### src/rtl/alu_mc.sv
// alu_mc: accumulator ALU with carry/zero flags, single-cycle logic/arith ops,
// and iterative shift-add multiply and bit-serial shifts behind a busy/done handshake.
module alu_mc #(
  parameter int WIDTH = 8,
  localparam int SHW = $clog2(WIDTH)
) (
  input  logic             clk,
  input  logic             rst_n,
  input  logic             alu_ce,
  input  logic             cy_ce,
  input  logic [3:0]       op,
  input  logic [WIDTH-1:0] operand,
  output logic [WIDTH-1:0] acc,
  output logic [WIDTH-1:0] ext,
  output logic             cy,
  output logic             zf,
  output logic             busy,
  output logic             done
);
  localparam logic [3:0] OP_LD = 4'd1, OP_ADD = 4'd2, OP_ADC = 4'd3, OP_SUB = 4'd4,
                         OP_SBB = 4'd5, OP_AND = 4'd6, OP_OR = 4'd7, OP_XOR = 4'd8,
                         OP_NOT = 4'd9, OP_SHL = 4'd10, OP_SHR = 4'd11, OP_MUL = 4'd12;
  typedef enum logic [1:0] {S_IDLE, S_MUL, S_SHIFT} state_t;
  state_t state_q, state_d;
  logic [WIDTH-1:0] acc_q, acc_d, ext_q, ext_d, mplier_q, mplier_d;
  logic [2*WIDTH-1:0] mcand_q, mcand_d, pp_q, pp_d;
  logic [SHW:0] cnt_q, cnt_d;
  logic cy_q, cy_d, zf_q, zf_d, busy_q, busy_d, done_q, done_d;
  logic dir_q, dir_d, cyce_q, cyce_d, fin, cin;
  logic [WIDTH:0] add_r, sub_r;
  logic [SHW-1:0] n;
  always_comb begin
    state_d  = state_q;
    acc_d    = acc_q;
    ext_d    = ext_q;
    mplier_d = mplier_q;
    mcand_d  = mcand_q;
    pp_d     = pp_q;
    cnt_d    = cnt_q;
    cy_d     = cy_q;
    dir_d    = dir_q;
    cyce_d   = cyce_q;
    fin      = 1'b0;
    n        = operand[SHW-1:0];
    cin      = (op == OP_ADC || op == OP_SBB) ? cy_q : 1'b0;
    add_r    = {1'b0, acc_q} + {1'b0, operand} + {{WIDTH{1'b0}}, cin};
    sub_r    = {1'b0, acc_q} - {1'b0, operand} - {{WIDTH{1'b0}}, cin};
    case (state_q)
      S_IDLE: if (alu_ce) begin
        cyce_d = cy_ce;
        case (op)
          OP_LD:  begin acc_d = operand; fin = 1'b1; end
          OP_ADD, OP_ADC: begin
            acc_d = add_r[WIDTH-1:0];
            cy_d  = cy_ce ? add_r[WIDTH] : cy_q;
            fin   = 1'b1;
          end
          OP_SUB, OP_SBB: begin
            acc_d = sub_r[WIDTH-1:0];
            cy_d  = cy_ce ? sub_r[WIDTH] : cy_q;
            fin   = 1'b1;
          end
          OP_AND: begin acc_d = acc_q & operand; fin = 1'b1; end
          OP_OR:  begin acc_d = acc_q | operand; fin = 1'b1; end
          OP_XOR: begin acc_d = acc_q ^ operand; fin = 1'b1; end
          OP_NOT: begin acc_d = ~operand; fin = 1'b1; end
          OP_SHL, OP_SHR: begin
            fin     = (n == '0);
            state_d = (n == '0) ? S_IDLE : S_SHIFT;
            cnt_d   = {1'b0, n};
            dir_d   = (op == OP_SHR);
          end
          OP_MUL: begin
            mcand_d  = {{WIDTH{1'b0}}, acc_q};
            mplier_d = operand;
            pp_d     = '0;
            cnt_d    = (SHW+1)'(WIDTH);
            state_d  = S_MUL;
          end
          default: ;
        endcase
      end
      S_SHIFT: begin
        acc_d = dir_q ? acc_q >> 1 : acc_q << 1;
        cnt_d = cnt_q - (SHW+1)'(1);
        if (cnt_q == (SHW+1)'(1)) begin
          fin     = 1'b1;
          state_d = S_IDLE;
          cy_d    = cyce_q ? (dir_q ? acc_q[0] : acc_q[WIDTH-1]) : cy_q;
        end
      end
      S_MUL: begin
        pp_d     = pp_q + (mplier_q[0] ? mcand_q : '0);
        mcand_d  = mcand_q << 1;
        mplier_d = mplier_q >> 1;
        cnt_d    = cnt_q - (SHW+1)'(1);
        if (cnt_q == (SHW+1)'(1)) begin
          fin     = 1'b1;
          state_d = S_IDLE;
          acc_d   = pp_d[WIDTH-1:0];
          ext_d   = pp_d[2*WIDTH-1:WIDTH];
          cy_d    = cyce_q ? |pp_d[2*WIDTH-1:WIDTH] : cy_q;
        end
      end
      default: state_d = S_IDLE;
    endcase
    zf_d   = fin ? (acc_d == '0) : zf_q;
    done_d = fin;
    busy_d = (state_d != S_IDLE);
  end
  always_ff @(posedge clk or negedge rst_n) begin
    if (!rst_n) begin
      state_q  <= S_IDLE;
      acc_q    <= '0;
      ext_q    <= '0;
      mplier_q <= '0;
      mcand_q  <= '0;
      pp_q     <= '0;
      cnt_q    <= '0;
      cy_q     <= 1'b0;
      zf_q     <= 1'b1;
      busy_q   <= 1'b0;
      done_q   <= 1'b0;
      dir_q    <= 1'b0;
      cyce_q   <= 1'b0;
    end else begin
      state_q  <= state_d;
      acc_q    <= acc_d;
      ext_q    <= ext_d;
      mplier_q <= mplier_d;
      mcand_q  <= mcand_d;
      pp_q     <= pp_d;
      cnt_q    <= cnt_d;
      cy_q     <= cy_d;
      zf_q     <= zf_d;
      busy_q   <= busy_d;
      done_q   <= done_d;
      dir_q    <= dir_d;
      cyce_q   <= cyce_d;
    end
  end
  assign acc  = acc_q;
  assign ext  = ext_q;
  assign cy   = cy_q;
  assign zf   = zf_q;
  assign busy = busy_q;
  assign done = done_q;
endmodule
### config.mk
export PLATFORM = sky130hd
export DESIGN_NAME = alu_mc
export DESIGN_NICKNAME = d
export VERILOG_FILES = /design/src/rtl/alu_mc.sv
export SDC_FILE = /design/constraint.sdc
export NUM_CORES = 1
export LEC_CHECK = 0
export CORE_ASPECT_RATIO = 1.4
export CORE_UTILIZATION = 30
export DETAILED_ROUTE_END_ITERATION = 12
export GPL_ROUTABILITY_DRIVEN = 0
export SETUP_SLACK_MARGIN = 0.4
export SYNTH_ARGS = -nofsm -noshare
export SYNTH_HDL_FRONTEND = slang
export SYNTH_SLANG_ARGS = --single-unit
### constraint.sdc
create_clock -name clk -period 7.5 [get_ports clk]
set_clock_uncertainty 0.05 [all_clocks]
set_input_delay 1.5 -clock clk [delete_from_list [all_inputs] [get_ports clk]]
set_output_delay 1.5 -clock clk [all_outputs]
set_load 0.02 [all_outputs]
## Word-level counts from Yosys, hierarchy flattened

Index checks and enable logic that the tools add are counted.

| storage, ports and cells | value |
|---|---|
| input bits | 16 |
| bits in registers | 68 |

| operators by class | value |
|---|---|
| $add $sub $neg | 6 |
| equality and inequality tests | 25 |
| mux-type cells | 38 |
| reduce and logical (&&, ||, !) cells | 20 |
| bitwise logic cells | 4 |

Operator list:

| kind | count |
|---|---|
| 16-bit two-way mux | 5 |
| 16-bit one-hot mux with 2 select lines | 2 |
| 8-bit one-hot mux with 7 select lines | 1 |
| 8-bit two-way mux | 5 |
| 8-bit one-hot mux with 3 select lines | 1 |
| 4-bit == test (second input constant) | 5 |
| 16-bit adder | 1 |
| 4-bit by 3-bit == test with 1-bit output (second input constant) | 4 |
| 4-bit one-hot mux with 2 select lines | 2 |
| 8-bit one-hot mux with 2 select lines | 1 |
| 1-bit two-way mux | 11 |
| 2-bit != test (second input constant) | 5 |
| 8-bit by 8-bit adder with 9-bit output | 1 |
| 9-bit by 1-bit adder with 9-bit output | 1 |
| 3-bit AND reduction | 3 |
| 9-bit AND reduction | 1 |
| 9-bit OR reduction | 1 |
| 8-bit by 8-bit subtractor with 9-bit output | 1 |
| 9-bit by 1-bit subtractor with 9-bit output | 1 |
| 8-bit AND | 1 |
| 4-bit by 1-bit == test with 1-bit output (second input constant) | 2 |
| 4-bit by 2-bit == test with 1-bit output (second input constant) | 2 |
| 8-bit zero test | 1 |
| 8-bit NOT | 1 |
| other kinds (21) | 34 |

## Depth between registers and ports, before layout

| depth | value |
|---|---|
| word-level depth | 8 |
| gate-level depth with buffers | 17 |
| mapped depth without buffers | 16 |

## Worst setup path before layout

No wires, ideal clock.

| path | value |
|---|---|
| kind | input to register |
| from | input op[3] |
| to | register zf_q, in the netlist zf |
| path slack | 2,887 ps |
| cell stages on the path | 13 |
| buffers on the path | 1 |
| arrival time | 4,476 ps |
| cells stage by stage | or3b_1 > buf_2 > nand2_1 > nand3_1 > fa_1 > fa_1 > o21ai_1 > nor2b_1 > xnor2_1 > a211oi_1 > o221ai_1 > or4_1 > o31ai_2 |

| between the ends | value |
|---|---|
| word-level cells in the longest chain between the ends | 8 |
| elaborated cells between the ends (all ways) | 26 |
| those cells by class | 2 x add/sub; 11 x eq/ne; 7 x mux; 6 x reduce/logical |

RTL lines:

| what | line | text |
|---|---|---|
| from (decl) | 11 | `input logic [3:0] op,` |
| 4-bit by 2-bit == test with 1-bit output or 4-bit by 3-bit == test with 1-bit output (tied branches) | 45, 51 |  |
| 1-bit logical OR | 45 | `cin = (op == OP_ADC \|\| op == OP_SBB) ? cy_q : 1'b0;` |
| 1-bit two-way mux | 45 |  |
| 9-bit by 1-bit subtractor with 9-bit output or 9-bit by 1-bit adder with 9-bit output (tied branches) | 47, 46 |  |
| 8-bit one-hot mux with 7 select lines * | 51 | `case (op)` |
| 8-bit two-way mux * | 49 | `S_IDLE: if (alu_ce) begin` |
| 8-bit one-hot mux with 3 select lines * | 48 | `case (state_q)` |
| named net acc_d[4] | 25 | `logic [WIDTH-1:0] acc_q, acc_d, ext_q, ext_d, mplier_q, mplier_d;` |
| 8-bit zero test * | 107 | `zf_d = fin ? (acc_d == '0) : zf_q;` |
| to (signal assigned) | 135 | `zf_q <= zf_d;` |
| to (decl) | 28 | `logic cy_q, cy_d, zf_q, zf_d, busy_q, busy_d, done_q, done_d;` |

Mark *: on every way through the listed nets, which the timed path passes. The rest lies on a longest branch.
A chain may end at the register's enable or synchronous reset.

## Final worst setup path

| path | value |
|---|---|
| from | input op[1] |
| to | register zf_q, in the netlist zf |

Same word-level chain as after synthesis.

==> flow_summary.html <==
<table>
<tr><th>Metric</th><th>Value</th></tr>
<tr><th colspan="2">Outcome</th></tr>
<tr><td>Outcome</td><td>finished, final reports clean</td></tr>
<tr><th colspan="2">Logic synthesis</th></tr>
<tr><td>Cell count after synthesis</td><td>633</td></tr>
<tr><td>Post-synthesis sequential area ratio</td><td>31.9%</td></tr>
<tr><td>Biggest area consumer among synthesized cells</td><td>sky130_fd_sc_hd__dfrtp_1</td></tr>
<tr><td>Ranking of synthesized cells by instance count</td><td>80 x sky130_fd_sc_hd__nand2_1, 67 x sky130_fd_sc_hd__dfrtp_1, 51 x sky130_fd_sc_hd__a21oi_1</td></tr>
<tr><td>Main flop type after synthesis</td><td>sky130_fd_sc_hd__dfrtp_1</td></tr>
<tr><td>Most common cell in the netlist</td><td>sky130_fd_sc_hd__nand2_1</td></tr>
<tr><td>Top-area cell type share of the netlist area</td><td>31.4%</td></tr>
<tr><td>Syn nets</td><td>703</td></tr>
<tr><td>Mapped cell area</td><td>5350 um2</td></tr>
<tr><td>Top area cells in the synthesized netlist</td><td>sky130_fd_sc_hd__dfrtp_1 31%, sky130_fd_sc_hd__ha_1 11%, sky130_fd_sc_hd__nand2_1 5.6%, sky130_fd_sc_hd__a21oi_1 4.8%, sky130_fd_sc_hd__o21ai_0 4.6%</td></tr>
<tr><td>Number of register bits inferred by synthesis</td><td>68</td></tr>
<tr><td>Number of enable-type register cells in the synthesized netlist</td><td>0</td></tr>
<tr><td>Number of distinct library cells after synthesis</td><td>72</td></tr>
<tr><td>Ys async rst share</td><td>100%</td></tr>
<tr><td>Avg Inst Size Synth</td><td>8.44 um2</td></tr>
<tr><td>Number of warnings reported in the yosys synthesis log</td><td>0</td></tr>
<tr><th colspan="2">Critical path</th></tr>
<tr><td>Arrival time at the worst endpoint</td><td>5.61 ns</td></tr>
<tr><td>Most frequent cell on the critical path</td><td>sky130_fd_sc_hd__fa_1</td></tr>
<tr><td>Largest driver fanout on the critical path</td><td>16</td></tr>
<tr><td>Critical path capture point type</td><td>flip-flop</td></tr>
<tr><td>Worst path bufs/invs</td><td>1</td></tr>
<tr><td>Worst R2R Setup Slack</td><td>3.85 ns</td></tr>
<tr><td>Reg2reg start</td><td>mplier_q[0]</td></tr>
<tr><td>Standard cell with the maximum stage delay on the critical path</td><td>sky130_fd_sc_hd__clkdlybuf4s50_1</td></tr>
<tr><td>Worst EP required</td><td>7.70 ns</td></tr>
<tr><td>Endpoint of the worst-slack reg-to-reg timing path</td><td>cy</td></tr>
<tr><td>Depth of the most critical reg-to-reg path</td><td>11</td></tr>
<tr><td>CP Cell Sequence</td><td>clkdlybuf4s50_1 &gt; or3b_1 &gt; nand2_1 &gt; nand3_1 &gt; fa_1 &gt; fa_1 &gt; o21ai_1 &gt; nor2b_1 &gt; xnor2_1 &gt; a211oi_1 &gt; o221ai_1 &gt; or4_1 &gt; o31ai_2</td></tr>
<tr><td>Critical Path Source</td><td>op[1]</td></tr>
<tr><td>Worst Path Class, Setup</td><td>in2reg</td></tr>
<tr><td>CP max stage delay</td><td>0.79 ns</td></tr>
<tr><td>Startpoint Class</td><td>input pin</td></tr>
<tr><td>Category of cells accounting for the largest share of critical-path delay</td><td>simple AND/OR/NAND/NOR gates</td></tr>
<tr><th colspan="2">Route</th></tr>
<tr><td>Number of nets with antenna violations after detailed routing</td><td>0</td></tr>
<tr><td>Routed vias</td><td>4686</td></tr>
<tr><td>Vias per inst</td><td>5.22</td></tr>
<tr><td>Mean routed wirelength per cell</td><td>16.0 um</td></tr>
<tr><td>Pre-Repair DR Iteration Count</td><td>5</td></tr>
<tr><td>Initial detailed-routing violation count</td><td>300</td></tr>
<tr><td>Total routed wirelength</td><td>14400 um</td></tr>
<tr><td>Post-route DRC violation count</td><td>0</td></tr>
<tr><th colspan="2">Floorplan</th></tr>
<tr><td>IO Pins</td><td>36</td></tr>
<tr><td>Core Box Area</td><td>17400 um2</td></tr>
<tr><td>FP Rows</td><td>57</td></tr>
<tr><td>Initial cell density of the core</td><td>30.7%</td></tr>
<tr><td>Die width</td><td>115 um</td></tr>
<tr><td>Floorplan die area</td><td>18400 um2</td></tr>
<tr><td>Die Y-Extent</td><td>160 um</td></tr>
<tr><th colspan="2">STA</th></tr>
<tr><td>Number of pins exceeding their max-slew limit in the final report</td><td>0</td></tr>
<tr><td>Time the final worst path needs with I/O delays and setup</td><td>5.41 ns</td></tr>
<tr><td>Rel. slew slack</td><td>35.5%</td></tr>
<tr><td>Sum of negative setup slack</td><td>0 ns</td></tr>
<tr><td>Final setup violation count</td><td>0</td></tr>
<tr><td>Transition at the pin with the smallest max-transition slack</td><td>0.966 ns</td></tr>
<tr><td>Max Fclk</td><td>185 MHz</td></tr>
<tr><td>Post-Route Hold Slack</td><td>0.423 ns</td></tr>
<tr><td>Final setup slack of the worst path</td><td>2.09 ns</td></tr>
<tr><td>Part of the cycle the worst path needs</td><td>72.1%</td></tr>
<tr><td>Endpoints failing hold</td><td>0</td></tr>
<tr><td>RSZ-0062 raised after global routing</td><td>no</td></tr>
<tr><th colspan="2">Power</th></tr>
<tr><td>Pwr Density</td><td>331 nW/um2</td></tr>
<tr><td>Static Leakage</td><td>2.69 nW</td></tr>
<tr><td>Total power consumption of the routed design</td><td>2.06 mW</td></tr>
<tr><td>Peak VDD IR</td><td>0.000120 V</td></tr>
<tr><th colspan="2">Global route</th></tr>
<tr><td>Overall Global Routing Usage</td><td>16.5%</td></tr>
<tr><td>Vias in the first global route</td><td>4604</td></tr>
<tr><td>Number of antenna violations at the first check in global routing</td><td>0</td></tr>
<tr><td>Global-route wire length before repair</td><td>23600 um</td></tr>
<tr><td>Pin count of the biggest net entering global routing</td><td>69</td></tr>
<tr><td>GRT overflow</td><td>0</td></tr>
<tr><th colspan="2">CTS</th></tr>
<tr><td>TritonCTS clock tree</td><td>done</td></tr>
<tr><td>Maximum level of the CTS H-tree</td><td>3</td></tr>
<tr><td>Cells resized by post-CTS repair</td><td>0</td></tr>
<tr><td>Number of buffers added by the clock tree synthesis step</td><td>9</td></tr>
<tr><td>Clock transition time at the flip-flop clock pins of the worst setup and hold paths</td><td>0.06 ns</td></tr>
<tr><td>Max Buffers Root-to-Sink</td><td>2</td></tr>
<tr><td>Total clock sinks</td><td>68</td></tr>
<tr><td>Cell at the root of the clock tree</td><td>sky130_fd_sc_hd__clkbuf_16</td></tr>
<tr><td>Post CTS Setup Buffer Count</td><td>0</td></tr>
<tr><td>Skew-Pair Late Insertion Delay</td><td>0.34 ns</td></tr>
<tr><td>Total of hold buffers inserted after clock tree synthesis</td><td>0</td></tr>
<tr><th colspan="2">Final layout</th></tr>
<tr><td>Design Area, Final</td><td>6220 um2</td></tr>
<tr><td>Signed area change from the synthesized netlist to the final layout</td><td>16.4%</td></tr>
<tr><td>Finished Layout Cells</td><td>898</td></tr>
<tr><td>Antenna fix cells</td><td>0</td></tr>
<tr><td>Number of inserted filler cells in the final layout</td><td>1855</td></tr>
<tr><td>Fraction of final layout cells sized beyond drive strength 1</td><td>5.89%</td></tr>
<tr><td>Core Util, Final</td><td>35.8%</td></tr>
<tr><td>Combined area of the multi-input logic cells</td><td>3360 um2</td></tr>
<tr><td>Register area</td><td>1700 um2</td></tr>
<tr><td>Number of nets in the final layout</td><td>727</td></tr>
<tr><th colspan="2">Run</th></tr>
<tr><td>Max Cap Violations</td><td>0</td></tr>
<tr><th colspan="2">Place</th></tr>
<tr><td>Worst slack at placement</td><td>1.73 ns</td></tr>
<tr><td>Detailed-placement wirelength estimate</td><td>10700 um</td></tr>
<tr><td>Port Buf Inserts</td><td>35</td></tr>
<tr><td>Number of placed instances with taps included</td><td>882</td></tr>
<tr><td>Placement Cell Area</td><td>5900 um2</td></tr>
<tr><th colspan="2">Min path</th></tr>
<tr><td>Worst min-delay path endpoint</td><td>mcand_q[15]</td></tr>
<tr><td>Startpoint of the lowest-slack hold path</td><td>mcand_q[15]</td></tr>
<tr><td>Class of the tightest hold or removal check</td><td>reg2reg</td></tr>
<tr><td>Hold Crit Depth</td><td>2</td></tr>
</table>
[cells in the final DEF, fill, tap and decap left out, types with 8 or more instances in the layout]
cell type / count
sky130_fd_sc_hd__a211oi_1: 8
sky130_fd_sc_hd__nor3_1: 9
sky130_fd_sc_hd__xnor2_1: 19
sky130_fd_sc_hd__mux2i_1: 15
sky130_fd_sc_hd__o21ai_0: 49
sky130_fd_sc_hd__ha_1: 49
sky130_fd_sc_hd__clkbuf_16: 9
sky130_fd_sc_hd__xor2_1: 12
sky130_fd_sc_hd__dfrtp_1: 67
sky130_fd_sc_hd__inv_1: 40
sky130_fd_sc_hd__clkdlybuf4s50_1: 34
sky130_fd_sc_hd__nor2_1: 42
sky130_fd_sc_hd__o22ai_1: 10
sky130_fd_sc_hd__nand2_1: 80
sky130_fd_sc_hd__nand3_1: 22
sky130_fd_sc_hd__and2_1: 15
sky130_fd_sc_hd__a21oi_1: 50
[state kept, by name, indices dropped and copies added, names as in the netlist, 2 cells and up]
register	cells
mcand_q	16
cnt_q	4
pp_q	16
ext	8
acc	8
state_q	2
mplier_q	8
[worst max-delay path by stage]
stage          endpoint  slack (ns)  cells after the start
6_report             zf        2.09                     13
5_1_grt              zf        1.81                     13
4_1_cts              zf        2.09                     13
3_5_place_dp         zf        1.73                     13
3_3_place_gp         zf        1.83                     13
2_1_floorplan        zf        2.89                     13
[power breakdown]
group | internal, mW | switching (mW)
clock network | 0.300 | 0.166
registers | 0.471 | 0.126
logic | 0.415 | 0.584
total | 1.19 | 0.876
[logic make-up (layout without fill, tap and decap cells)]
kind of cell	count (synthesis)	after routing	share of synthesized area, %
xor gates and xnor gates	31	31	5.08
muxes	17	17	3.23
AOI/OAI and AO/OA	186	186	22.1
and+or+nand+nor	209	209	18.8
DFF	68	68	31.9
buffers and inverters	68	97	5.52
adders and majority gates	54	54	13.3
[worst min-delay path: stages, from the launching register on]
cell                      delay, ns
sky130_fd_sc_hd__dfrtp_1       0.34
sky130_fd_sc_hd__nand2_1       0.05
sky130_fd_sc_hd__nand2_1       0.05
[routing by layer]
metal / global-route usage [%] / vias up / share of wire [%] / routed length, um
met5: 0 / - / 0 / 0
met4: 7.32 / 0 / 2.5 / 357
met3: 1.97 / 21 / 3.3 / 470
met2: 29.1 / 103 / 51 / 7370
met1: 19.9 / 2265 / 43 / 6160
li1: - / 2297 / - / -
[layout make-up]
type,instances,area share [%]
Clock buffer,10,3.84
Tap cell,236,4.74
Clock inverter,6,1.39
Inverter,40,2.41
Sequential cell,68,27.4
Multi-Input combinational cell,497,53.9
Timing Repair Buffer,41,6.31
Power figures use the tool's default switching activity.
